--- src/rtl/gpioemu_bus_sync.sv ---
// Host strobe bus to clk-domain front-end for the GPIO emulator core:
// strobe synchronisers, buffered write FIFO toward the core, and a timed read transaction.
module gpioemu_bus_sync #(
  parameter int ADDR_W     = 16,
  parameter int DATA_W     = 32,
  parameter int FIFO_DEPTH = 4,
  parameter int RD_TIMEOUT = 15
) (
  input  logic              clk,
  input  logic              reset,
  input  logic [ADDR_W-1:0] saddress,
  input  logic              srd,
  input  logic              swr,
  input  logic [DATA_W-1:0] sdata_in,
  output logic [DATA_W-1:0] sdata_out,
  output logic              wr_valid,
  input  logic              wr_ready,
  output logic [ADDR_W-1:0] wr_addr,
  output logic [DATA_W-1:0] wr_data,
  output logic              rd_req,
  output logic [ADDR_W-1:0] rd_addr,
  input  logic              rd_valid,
  input  logic [DATA_W-1:0] rd_data,
  output logic              rd_timeout,
  output logic [2:0]        fifo_level,
  output logic [7:0]        ovf_count
);

  localparam int PTR_W = (FIFO_DEPTH > 1) ? $clog2(FIFO_DEPTH) : 1;
  localparam int LVL_W = $clog2(FIFO_DEPTH) + 1;
  localparam int CNT_W = (RD_TIMEOUT > 0) ? $clog2(RD_TIMEOUT + 1) : 1;
  localparam logic [LVL_W-1:0] FULL_LVL = LVL_W'(FIFO_DEPTH);
  localparam logic [CNT_W-1:0] CNT_LOAD = CNT_W'(RD_TIMEOUT);

  typedef enum logic {R_IDLE, R_WAIT} rd_state_e;

  logic              srd_s1_q, srd_s2_q, srd_s3_q, srd_s1_d, srd_s2_d, srd_s3_d;
  logic              swr_s1_q, swr_s2_q, swr_s3_q, swr_s1_d, swr_s2_d, swr_s3_d;
  logic [ADDR_W-1:0] addr_s1_q, addr_s2_q, addr_s1_d, addr_s2_d;
  logic [DATA_W-1:0] data_s1_q, data_s2_q, data_s1_d, data_s2_d;

  logic [ADDR_W-1:0] mem_addr_q [FIFO_DEPTH];
  logic [ADDR_W-1:0] mem_addr_d [FIFO_DEPTH];
  logic [DATA_W-1:0] mem_data_q [FIFO_DEPTH];
  logic [DATA_W-1:0] mem_data_d [FIFO_DEPTH];
  logic [PTR_W-1:0]  head_q, head_d, tail_q, tail_d;
  logic [LVL_W-1:0]  level_q, level_d;
  logic [7:0]        ovf_q, ovf_d;

  rd_state_e         state_q, state_d;
  logic [CNT_W-1:0]  cnt_q, cnt_d;
  logic              rd_req_q, rd_req_d;
  logic [ADDR_W-1:0] rd_addr_q, rd_addr_d;
  logic              rd_timeout_q, rd_timeout_d;
  logic [DATA_W-1:0] sdata_out_q, sdata_out_d;

  logic rd_edge, wr_edge, full, push, pop, drop;

  always_comb begin
    srd_s1_d  = srd;
    srd_s2_d  = srd_s1_q;
    srd_s3_d  = srd_s2_q;
    swr_s1_d  = swr;
    swr_s2_d  = swr_s1_q;
    swr_s3_d  = swr_s2_q;
    addr_s1_d = saddress;
    addr_s2_d = addr_s1_q;
    data_s1_d = sdata_in;
    data_s2_d = data_s1_q;

    rd_edge = srd_s2_q & ~srd_s3_q;
    wr_edge = swr_s2_q & ~swr_s3_q;

    // A full FIFO still accepts a write when the head leaves on the same edge.
    full = (level_q == FULL_LVL);
    pop  = (level_q != '0) & wr_ready;
    push = wr_edge & (~full | pop);
    drop = wr_edge & full & ~pop;

    mem_addr_d = mem_addr_q;
    mem_data_d = mem_data_q;
    head_d     = head_q;
    tail_d     = tail_q;
    level_d    = level_q;
    ovf_d      = ovf_q;

    if (push) begin
      mem_addr_d[tail_q] = addr_s2_q;
      mem_data_d[tail_q] = data_s2_q;
      tail_d             = tail_q + 1'b1;
    end
    if (pop) begin
      head_d = head_q + 1'b1;
    end
    case ({push, pop})
      2'b10:   level_d = level_q + 1'b1;
      2'b01:   level_d = level_q - 1'b1;
      default: level_d = level_q;
    endcase
    if (drop && (ovf_q != 8'hFF)) begin
      ovf_d = ovf_q + 8'd1;
    end

    state_d      = state_q;
    cnt_d        = cnt_q;
    rd_req_d     = 1'b0;
    rd_addr_d    = rd_addr_q;
    rd_timeout_d = rd_timeout_q;
    sdata_out_d  = sdata_out_q;

    // Read edges seen in R_WAIT are dropped; the host must not overlap reads.
    case (state_q)
      R_IDLE: begin
        if (rd_edge) begin
          rd_addr_d    = addr_s2_q;
          rd_req_d     = 1'b1;
          rd_timeout_d = 1'b0;
          cnt_d        = CNT_LOAD;
          state_d      = R_WAIT;
        end
      end
      R_WAIT: begin
        if (rd_valid) begin
          sdata_out_d = rd_data;
          state_d     = R_IDLE;
        end else if (cnt_q == '0) begin
          sdata_out_d  = '0;
          rd_timeout_d = 1'b1;
          state_d      = R_IDLE;
        end else begin
          cnt_d = cnt_q - 1'b1;
        end
      end
      default: state_d = R_IDLE;
    endcase
  end

  always_ff @(posedge clk or posedge reset) begin
    if (reset) begin
      srd_s1_q     <= 1'b0;
      srd_s2_q     <= 1'b0;
      srd_s3_q     <= 1'b0;
      swr_s1_q     <= 1'b0;
      swr_s2_q     <= 1'b0;
      swr_s3_q     <= 1'b0;
      addr_s1_q    <= '0;
      addr_s2_q    <= '0;
      data_s1_q    <= '0;
      data_s2_q    <= '0;
      for (int i = 0; i < FIFO_DEPTH; i++) begin
        mem_addr_q[i] <= '0;
        mem_data_q[i] <= '0;
      end
      head_q       <= '0;
      tail_q       <= '0;
      level_q      <= '0;
      ovf_q        <= '0;
      state_q      <= R_IDLE;
      cnt_q        <= '0;
      rd_req_q     <= 1'b0;
      rd_addr_q    <= '0;
      rd_timeout_q <= 1'b0;
      sdata_out_q  <= '0;
    end else begin
      srd_s1_q     <= srd_s1_d;
      srd_s2_q     <= srd_s2_d;
      srd_s3_q     <= srd_s3_d;
      swr_s1_q     <= swr_s1_d;
      swr_s2_q     <= swr_s2_d;
      swr_s3_q     <= swr_s3_d;
      addr_s1_q    <= addr_s1_d;
      addr_s2_q    <= addr_s2_d;
      data_s1_q    <= data_s1_d;
      data_s2_q    <= data_s2_d;
      mem_addr_q   <= mem_addr_d;
      mem_data_q   <= mem_data_d;
      head_q       <= head_d;
      tail_q       <= tail_d;
      level_q      <= level_d;
      ovf_q        <= ovf_d;
      state_q      <= state_d;
      cnt_q        <= cnt_d;
      rd_req_q     <= rd_req_d;
      rd_addr_q    <= rd_addr_d;
      rd_timeout_q <= rd_timeout_d;
      sdata_out_q  <= sdata_out_d;
    end
  end

  assign wr_valid   = (level_q != '0);
  assign wr_addr    = mem_addr_q[head_q];
  assign wr_data    = mem_data_q[head_q];
  assign fifo_level = 3'(level_q);
  assign ovf_count  = ovf_q;
  assign rd_req     = rd_req_q;
  assign rd_addr    = rd_addr_q;
  assign rd_timeout = rd_timeout_q;
  assign sdata_out  = sdata_out_q;

endmodule

--- config.mk ---
export PLATFORM = sky130hd
export DESIGN_NAME = gpioemu_bus_sync
export DESIGN_NICKNAME = d
export VERILOG_FILES = /design/src/rtl/gpioemu_bus_sync.sv
export SDC_FILE = /design/constraint.sdc
export NUM_CORES = 1
export LEC_CHECK = 0
export ABC_AREA = 1
export BUFFER_PORTS_ARGS = -buffer_cell sky130_fd_sc_hd__buf_4
export CAP_MARGIN = 0
export CORE_MARGIN = 5
export CORE_UTILIZATION = 31
export CTS_BUF_LIST = sky130_fd_sc_hd__clkbuf_8
export DETAILED_ROUTE_END_ITERATION = 16
export PLACE_DENSITY = 0.53
export REMOVE_ABC_BUFFERS = 1
export SETUP_SLACK_MARGIN = 0.1
export SLEW_MARGIN = 15
export SYNTH_ARGS = -nofsm -noshare
export SYNTH_HDL_FRONTEND = slang
export SYNTH_SLANG_ARGS = --single-unit
--- constraint.sdc ---
create_clock -name clk -period 30.2 [get_ports clk]
set_input_delay 6.04 -clock clk [delete_from_list [all_inputs] [get_ports clk]]
set_output_delay 6.04 -clock clk [all_outputs]
set_load 0.005 [all_outputs]
Word-level counts from Yosys, hierarchy flattened
Cells that the tools add are included.
- register bits: 364
- input bits: 86
- output and inout port bits: 110
- logic and storage cells: 97
- add/subtract/negate cells: 6
- magnitude comparators: 3
- equality and inequality tests: 8
- mux-type cells: 28
- bitwise gates (word level): 14
- reduce and logical (&&, ||, !) cells: 10
- operator list (operator ; number):
    32-bit two-way mux ; 5
    128-bit bitwise mux ; 1
    32-bit binary-select mux with 2-bit select ; 1
    64-bit bitwise mux ; 1
    32-bit demux with 2-bit select ; 1
    16-bit two-way mux ; 3
    16-bit binary-select mux with 2-bit select ; 1
    16-bit demux with 2-bit select ; 1
    4-bit two-way mux ; 3
    8-bit by 1-bit adder with 8-bit output (second input constant) ; 1
    8-bit != test (second input constant) ; 1
    4-bit one-hot mux with 2 select lines ; 1
    1-bit two-way mux ; 7
    1-bit bitwise AND ; 6
    3-bit >= comparator (second input constant) ; 2
    2-bit != test (second input constant) ; 3
    2-bit inverter with 3-bit output ; 2
    3-bit one-hot mux with 2 select lines ; 1
    3-bit AND reduction ; 2
    1-bit inverter ; 5
    2-bit by 1-bit adder with 2-bit output (second input constant) ; 2
    4-bit zero test ; 1
    1-bit one-hot mux with 2 select lines ; 2
    2-bit AND reduction ; 2
    12 further kinds ; 14

Longest topological paths before layout
Gate-level depths: netlist (run 1).
- depth in word-level cells: 6
- depth in mapped cells: 11
- mapped depth without buffers: 11

Least setup slack after synthesis (run 1)
No wires, ideal clock.
- path kind: in2reg
- start: in wr_ready
- end: reg level_q[2], in the netlist fifo_level[2]
- data arrival time: 7.320 ns
- data required time: 30.121 ns
- slack: 22.801 ns
- stages: 10
- path buffers: 0
- cell sequence: nor2_4 > nand2_8 > nand2_1 > ha_1 > inv_1 > fa_1 > nor2_1 > nor2_1 > nand2_1 > xor2_1
- word-level cells in the longest chain between the ends: 5
- elaborated cells between the ends (all ways): 7
- classes of those cells: eq/ne: 2; mux: 1; bitwise: 3; reduce/logical: 1
- RTL lines (element ; line ; source):
    start, declared ; 17 ; input logic wr_ready,
    1-bit bitwise AND (*) ; 76 ; pop = (level_q != '0) & wr_ready;
    1-bit OR ; 77 ; push = wr_edge & (~full | pop);
    1-bit bitwise AND ; 77 ;
    2-bit by 1-bit == test with 1-bit output / 2-bit == test (equally long branches) ; 95 ; case ({push, pop})
    3-bit one-hot mux with 2 select lines / 2-bit nonzero test (equally long branches) ; n/a ;
    end signal, assigned ; 179 ; level_q <= level_d;
    end, declared ; 47 ; logic [LVL_W-1:0] level_q, level_d;
Every way passes the cells marked *; elsewhere a longest branch is shown, timed or not.
A chain may end at the register's enable or synchronous reset.

Final worst setup path (run 1)
- start: reg head_q[0]
- end: out wr_addr[5]
- word-level cells in the longest chain between the ends: 4
- RTL lines (element ; line ; source):
    start, declared ; 46 ; logic [PTR_W-1:0] head_q, head_d, tail_q, tail_d;
    start signal, assigned ; 154 ; head_q <= '0;
    start signal, assigned ; 177 ; head_q <= head_d;
    2-bit inverter with 3-bit output (implied by the code) ; 191 ; assign wr_addr = mem_addr_q[head_q];
    16-bit binary-select mux with 2-bit select ; 191 ;
    16-bit two-way mux (implied by the code) (2 in a row) ; 191 ;
    end, declared ; 18 ; output logic [ADDR_W-1:0] wr_addr,
Every way passes these cells. The select of a mux whose other input is x is not followed.

==> summary.txt, run 1 <==
Clocking
  • Latest clock arrival within the worst-skew pair: between 0.6 and 0.7 ns
  • Post-CTS sizing: 0
  • CTS tree: yes
  • CTS buffer count: 67
  • Root buf cell: clkbuf_8
  • Hold-fix buffers at CTS: 0
  • Clock Sinks: 364
  • H-Tree Depth: 3
  • Clk buf depth: 3
  • Post-CTS setup buffer count: 0
  • CTS clock-pin slew for the worst setup and hold paths: about 0.05 ns

Die
  • I/O pins: 196
  • Die height: 225 um
  • Starting Density: 0.314
  • Row count: 78
  • Core ar.: 45,500 um2
  • DIE WIDTH: 225 um
  • Die area: 50,500 um2

Synthesis
  • Yosys warning count: 0
  • Fraction of registers with async set or reset after synthesis: 1.00
  • Post-Syn Area: 14,300 um2
  • Main combinational cell family by area after synthesis: simple AND/OR/NAND/NOR gates
  • Synth Area in Simple Gates: 0.153
  • Synth Area in Compound Gates: 0.140
  • Seq/Total Area, Yosys: 0.637
  • Post-synth EDFFs: 0
  • Distinct cell type count after synthesis: 29
  • Area leader, netlist: dfrtp_1
  • Synthesized area per cell: 10.2 um2
  • Area contributors post-synth: dfrtp_1 (64%), nand2_1 (7.0%), o21ai_0 (5.1%), o21ai_1 (4.3%), nor2_1 (2.8%)
  • Post-synthesis mux area share: 0
  • Top cell type's share of synthesized area: 0.637
  • Gate Count Post-Synth: 1,402
  • Top_reg_cell synth: dfrtp_1
  • XOR/XNOR Fraction of Synth Area: 0.00429
  • Synth Area in Adders: 0.00753
  • Flops & latches, synth: 364

Placement
  • DP Worst Slack: 21.78 ns
  • Post-DP HPWL: 21,000 um
  • GPL Wtd Cong: 0.756
  • IO buf count: 195

Flow run
  • Max_cap viols: 0

Drt
  • Vias: 10,300
  • Via density: between 4 and 5
  • # DRC: 0
  • DR pass1 iterations: 5
  • 1st-iter DRT viols: 607
  • DR WL/cell: 15.6 um
  • Final WL: 34,900 um
  • Antenna-violating nets left: 0

Global routing
  • Vias in the first global route: 10,400
  • GRT Total Usage: 0.140
  • Largest net degree at the start of global routing: 164
  • Total gr overflow: 0
  • Wire length of the first global-routing pass: 57,000 um
  • Initial antenna violation count: 1

STA
  • F_max: 0.111 GHz
  • Ratio of final minimum period to clock period: 0.298
  • Max_slew headroom: 0.221
  • Final setup fails: 0
  • Tmin final: around 9.0 ns
  • Final setup margin: 21.20 ns
  • Setup Skew: 0.0289 ns
  • RSZ-0062 raised after global routing: no
  • Setup Total Neg Slack: 0 ns
  • Slew @ Worst Pin: 1.17 ns
  • Max-slew violations: 0
  • Final hold viol count: 0

Worst setup path
  • CP Capture Type: primary output
  • CP Launch Type: register
  • WP data required: 24.16 ns
  • Critical path peak fanout: 62
  • WS Path Type: register to primary output
  • Crit path DAT: 2.96 ns

Power
  • Sequential power share: 0.416
  • P_sw: 623 uW
  • Comb power frac: 0.329
  • Sw frac: 0.347
  • Leak: 8.49 nW
  • Clk pwr share: 0.255
  • Peak VDD IR: 0.0000508 V
  • Pwr Density: 103 nW/um2
  • Internal power component: approximately 1.2 mW

Cells and area
  • Proportion of layout cells with a drive suffix above 1: 0.239
  • Final core occ: 0.382
  • Nets: 1,683
  • Area Growth Syn to Fin: 21.7%
  • # fillers: 4,580
  • N_diodes: 0

Worst hold path
  • Min-delay worst type: register to register

Outcome
  • Outcome: complete, no violations
[routing by layer]
metal  up-vias  track usage  routed length, um
met4         2       0.0464                860
li1       5003            -                  -
met2       275        0.211              15500
met3        71       0.0564               2830
met5         -            0                  7
met1      4918        0.184              15700
[cells in the mapped netlist (2+ instances only)]
library cell	count
ha_1	7
xnor2_1	3
o22ai_1	48
nand2_2	40
xor2_1	4
nor2_1	107
inv_2	2
nand2_1	267
o21ai_1	124
buf_1	2
o21ai_0	145
nor2_4	2
o21ai_2	40
dfrtp_1	364
a21oi_1	2
nand3_1	76
nand3_4	4
inv_1	73
buf_6	20
buf_2	35
buf_4	3
clkbuf_1	27
[sequential cells by signal (all words and copies together) (netlist names), 16 cells and up]
register	cells
addr_s2_q	16
rd_addr	16
mem_addr_q	64
mem_data_q	128
data_s1_q	32
data_s2_q	32
addr_s1_q	16
sdata_out	32
[worst max-delay path, cell delays in order (launching register included)]
cell	delay (ns)
dfrtp_4	0.66
inv_4	0.37
buf_4	0.62
o21ai_0	0.16
o22ai_1	0.26
buf_4	0.16
[cells in the final DEF (no fill, tap or decap), drive strengths merged]
| cell type | n |
|---|---|
| xor2 | 4 |
| o21ai | 309 |
| clkbuf | 81 |
| dfrtp | 364 |
| buf | 206 |
| a21oi | 2 |
| fa | 1 |
| nor2 | 111 |
| nand2 | 308 |
| ha | 7 |
| inv | 103 |
| clkinvlp | 1 |
| bufinv | 2 |
| o22ai | 48 |
| nand3 | 80 |
| clkinv | 5 |
| nand4 | 1 |
| xnor2 | 3 |
| or2 | 1 |
[worst paths after layout]
kind	from	endpoint	slack, ns	cells after the start
max	head_q[0]	wr_addr[5]	21.20	5
max in group asynchronous	reset	mem_data_q[75]	23.02	3
max reg2reg	fifo_level[2]	mem_data_q[70]	27.93	7
min reg2reg	data_s1_q[21]	data_s2_q[21]	0.33	0
min	data_s1_q[21]	data_s2_q[21]	0.33	0
min in group asynchronous	reset	srd_s1_q	5.62	2
[power groups by stage]
stage	clock [mW]	sequential (mW)	combinational (mW)
after global routing	0.500	0.769	0.676
after global placement	0	0.752	0.595
final	0.458	0.748	0.591
after CTS	0.479	0.749	0.607
after floorplan	0	0.745	0.326
after detailed placement	0	0.754	0.607
[metrics by stage]
stage | hold slack (ns) | cells | area [um2] | power [mW]
final | 0.328 | 2237 | 17400 | 1.80
after CTS | 0.335 | 2237 | 17400 | 1.83
after detailed placement | 0.335 | 2120 | 16100 | 1.36
after global routing | 0.344 | 2237 | 17400 | 1.95
after global placement | 0.332 | 2120 | 16100 | 1.35
after floorplan | 0.331 | 1314 | 13800 | 1.07
[logic make-up (layout without fill, tap and decap cells)]
logic type	after synthesis	count (layout)
simple gates	501	501
flops	364	364
compound gates	359	359
buf+inv	163	398
fa+ha+maj	8	8
xor+xnor	7	7
[cell type report]
class                           instances  area (um2)  area share
Clock buffer                           81        1110      0.0641
Clock inverter                         36         198      0.0114
Multi-Input combinational cell        875        4360       0.251
Inverter                               75         292      0.0168
Timing Repair Buffer                  206        1560      0.0897
Sequential cell                       364        9110       0.524
Tap cell                              600         751      0.0432
Power figures use the tool's default switching activity.
==> run 2: changes to the inputs <==
--- a/config.mk
+++ b/config.mk
@@ -5,14 +5,14 @@
 export SDC_FILE = /design/constraint.sdc
 export NUM_CORES = 1
 export LEC_CHECK = 0
-export ABC_AREA = 1
+export ABC_AREA = 0
 export BUFFER_PORTS_ARGS = -buffer_cell sky130_fd_sc_hd__buf_4
 export CAP_MARGIN = 0
 export CORE_MARGIN = 5
 export CORE_UTILIZATION = 31
 export CTS_BUF_LIST = sky130_fd_sc_hd__clkbuf_8
 export DETAILED_ROUTE_END_ITERATION = 16
-export PLACE_DENSITY = 0.53
+export PLACE_DENSITY = 0.55
 export REMOVE_ABC_BUFFERS = 1
 export SETUP_SLACK_MARGIN = 0.1
 export SLEW_MARGIN = 15
==> constraint.sdc (replaced) <==
create_clock -name clk -period 8.21 [get_ports clk]
set_input_delay 1.642 -clock clk [delete_from_list [all_inputs] [get_ports clk]]
set_output_delay 1.642 -clock clk [all_outputs]
set_load 0.005 [all_outputs]
==> run 2 against run 1 <==
Wire length shrank 13%. Critical path type unchanged. Area after synthesis shrank 2.3%. Hold slack gained 0.00058 ns. Setup slack lost 17 ns. Critical endpoint is now wr_addr[14]. Sequential cell count is the same. Sequential power grew to 3.9 times the previous value.
==> summary.txt, run 2 <==
Drt
  • Vias: 7,464 (was 10,300)
  • Via density: 4.52 (was 4.59)
  • Final WL: 30,400 um (was 34,900 um)
  • # DRC: 0 (unchanged)
  • 1st-iter DRT viols: 371 (was 607)
  • DR WL/cell: 18.4 um (was 15.6 um)
  • Antenna-violating nets left: 0 (unchanged)
  • DR pass1 iterations: 4 (was 5)

STA
  • Final setup margin: 4.00 ns (was 21.20 ns)
  • Final setup fails: 0 (unchanged)
  • Max-slew violations: 0 (unchanged)
  • Final hold viol count: 0 (unchanged)
  • WHS: 0.329 ns (was 0.328 ns)
  • Slew @ Worst Pin: 1.17 ns (about the same)
  • Tmin final: around 4.2 ns
  • RSZ-0062 raised after global routing: no (unchanged)
  • Setup Total Neg Slack: 0 ns (unchanged)
  • Ratio of final minimum period to clock period: 0.512
  • F_max: approximately 0.24 GHz
  • Max_slew headroom: 0.217 (was 0.221)
  • Setup Skew: 0.0238 ns (was 0.0289 ns)

Synthesis
  • Seq/Total Area, Yosys: 0.652 (was 0.637)
  • Area leader, netlist: dfrtp_1 (unchanged)
  • Area contributors post-synth: dfrtp_1 (65%), mux2_2 (11%), mux2_4 (8.6%), mux4_2 (7.7%), a22o_1 (2.0%) (was dfrtp_1 (64%), nand2_1 (7.0%), o21ai_0 (5.1%), o21ai_1 (4.3%), nor2_1 (2.8%))
  • Gate Count Post-Synth: 779 (was 1,402)
  • Yosys warning count: 0 (unchanged)
  • Post-synth EDFFs: 0 (unchanged)
  • Top cell type's share of synthesized area: 0.652 (was 0.637)
  • Commonest cells post-synth: dfrtp_1 (364), mux2_2 (131), mux2_4 (80) (was dfrtp_1 (364), nand2_1 (267), o21ai_0 (145))
  • Distinct cell type count after synthesis: 37 (was 29)
  • Flops & latches, synth: 364 (unchanged)
  • Synthesized area per cell: 17.9 um2 (was 10.2 um2)
  • Top_reg_cell synth: dfrtp_1 (unchanged)
  • Post-Syn Area: 14,000 um2 (was 14,300 um2)
  • Fraction of registers with async set or reset after synthesis: 1.00 (unchanged)
  • Top-count cell post-synth: dfrtp_1 (unchanged)

Die
  • I/O pins: 196 (unchanged)
  • Row count: 77 (was 78)
  • Die area: 49,400 um2 (was 50,500 um2)
  • DIE WIDTH: 222 um (was 225 um)
  • Starting Density: 0.314 (about the same)
  • Die height: 222 um (was 225 um)
  • Core ar.: 44,400 um2 (was 45,500 um2)

Worst setup path
  • WP data required: 6.57 ns (was 24.16 ns)
  • CP Launch Type: register (unchanged)
  • CP max stage delay: 1.13 ns (was 0.66 ns)
  • Slowest-stage cell, CP: dfrtp_4 (unchanged)
  • Delay-heaviest family, CP: flip-flops (was buffers and inverters)
  • Critical path, cell by cell: mux4_2, buf_4 (was inv_4, buf_4, o21ai_0, o22ai_1, buf_4)
  • CP Capture Type: primary output (unchanged)
  • Crit path DAT: 2.56 ns (was 2.96 ns)
  • WS Path Type: register to primary output (unchanged)
  • Worst path bufs/invs: 1 (was 3)
  • R2R Setup Slk: 5.70 ns (was 27.93 ns)
  • Critical path peak fanout: 50 (was 62)

Power
  • P_sw: 1.87 mW (was 623 uW)
  • Peak VDD IR: 0.000180 V (was 0.0000508 V)
  • Internal power component: 4.82 mW (was 1.17 mW)
  • Comb power frac: 0.307 (was 0.329)
  • Clk pwr share: 0.262 (was 0.255)
  • Pwr Density: 385 nW/um2 (was 103 nW/um2)
  • Sw frac: 0.280 (was 0.347)
  • Total design power: 6.69 mW (was 1.80 mW)
  • Leak: 8.20 nW (was 8.49 nW)
  • Sequential power share: 0.431 (was 0.416)

Placement
  • Placed Area: 16,000 um2 (was 16,100 um2)
  • IO buf count: 195 (unchanged)
  • DP Worst Slack: 4.46 ns (was 21.78 ns)
  • Post-DP HPWL: 17,100 um (was 21,000 um)
  • GPL Wtd Cong: 0.708 (was 0.756)

Cells and area
  • Nets: 1,103 (was 1,683)
  • Area Growth Syn to Fin: 24.5% (was 21.7%)
  • # fillers: 4,167 (was 4,580)
  • Most common cell after layout, fill and taps aside: dfrtp_1 (unchanged)
  • Largest regs: mem_data_q: 128 flops, mem_addr_q: 64 flops (unchanged)
  • Fin area: 17,400 um2 (about the same)
  • Proportion of layout cells with a drive suffix above 1: 0.535 (was 0.239)
  • Largest register by flop count: mem_data_q (unchanged)
  • Most frequent cells in the layout: dfrtp_1 (362), buf_4 (199), mux2_2 (131), clkbuf_8 (85), mux2_4 (80) (was dfrtp_1 (362), nand2_1 (267), buf_4 (205), o21ai_0 (145), o21ai_1 (124))
  • N_diodes: 0 (unchanged)
  • Max FFs per register: 128 (unchanged)

Clocking
  • Clock Sinks: 364 (unchanged)
  • Latest clock arrival within the worst-skew pair: 0.60 ns (was 0.61 ns)
  • CTS tree: yes (unchanged)
  • CTS clock-pin slew for the worst setup and hold paths: 0.06 ns (was 0.05 ns)
  • Post-CTS sizing: 0 (unchanged)
  • Hold-fix buffers at CTS: 0 (unchanged)
  • CTS buffer count: 68 (was 67)
  • Post-CTS setup buffer count: 0 (unchanged)
  • Root buf cell: clkbuf_8 (unchanged)
  • Clk buf depth: 3 (unchanged)
  • H-Tree Depth: 3 (unchanged)

Global routing
  • Initial antenna violation count: 0 (was 1)
  • Largest net degree at the start of global routing: 132 (was 164)
  • Vias in the first global route: 8,615 (was 10,400)
  • Total gr overflow: 0 (unchanged)
  • Wire length of the first global-routing pass: 49,100 um (was 57,000 um)
  • GRT Total Usage: 0.125 (was 0.140)

Outcome
  • Outcome: complete, no violations (unchanged)

Flow run
  • Max_cap viols: 0 (unchanged)

Worst hold path
  • Min-delay worst type: register to register (unchanged)
[run 2: changes by cell type in the layout (fill, tap and decap cells not counted), sizes merged, moves of 47 or more]
| cell | delta |
|---|---|
| inv | -69 |
| mux2 | +211 |
| nor2 | -104 |
| o22ai | -47 |
| nand2 | -297 |
| mux4 | +48 |
| o21ai | -306 |
| nand3 | -78 |
[run 2: kinds of logic after synthesis]
group                    share of synthesized area
flip-flops                                   0.652
multiplexers                                 0.270
buffers and inverters                       0.0203
AO/OA/AOI/OAI                               0.0246
AND/OR/NAND/NOR                             0.0182
XOR/XNOR                                   0.00690
adder cells (fa/ha/maj)                    0.00771
[run 2: layout make-up]
cell class | instances | area [um2] | area share
clock buffer | 85 | 1170 | 0.0673
clock inverter | 35 | 200 | 0.0115
inverter | 10 | 45.0 | 0.00259
multi-input combinational | 365 | 4600 | 0.264
sequential | 364 | 9120 | 0.524
tap | 592 | 741 | 0.0426
timing repair buffer | 200 | 1510 | 0.0871
[run 2: path summary, 6_finish.rpt]
path | from | end | cells past startpoint
setup / recovery | head_q[0] | wr_addr[14] | 2
hold / removal | data_s1_q[27] | data_s2_q[27] | 0
setup reg to reg | fifo_level[2] | mem_addr_q[13] | 4
hold reg to reg | data_s1_q[27] | data_s2_q[27] | 0
max in group asynchronous | reset | mem_data_q[73] | 3
min in group asynchronous | reset | sdata_out[3] | 2
[run 2: routing by layer]
metal	vias to the layer above	global-route usage	share of wire
met5	-	0	0
met4	0	0.0412	0.023
met3	62	0.0500	0.075
met2	209	0.190	0.46
met1	3890	0.163	0.44
li1	3303	-	-
[run 2: through the flow]
| step | util | std cells |
|---|---|---|
| after CTS | 0.391 | 1651 |
| final | 0.391 | 1651 |
| after floorplan | - | 739 |
| after global routing | 0.391 | 1651 |
| after detailed placement | 0.361 | 1531 |
| after global placement | 0.361 | 1531 |
[run 2: power by group through the flow]
stage                     Sequential, mW  Combinational [mW]  Clock (mW)
after detailed placement            2.92                2.11           0
after CTS                           2.90                2.11        1.83
after global routing                2.98                2.23        1.91
after global placement              2.91                2.07           0
final                               2.89                2.05        1.75
after floorplan                     2.76                1.31           0
[run 2: worst register-to-register path: stages, from the launching register on]
cell	delay (ns)
dfrtp_1	0.41
nor4b_2	0.19
nor3b_4	0.53
nand2_4	0.67
mux2_4	0.58
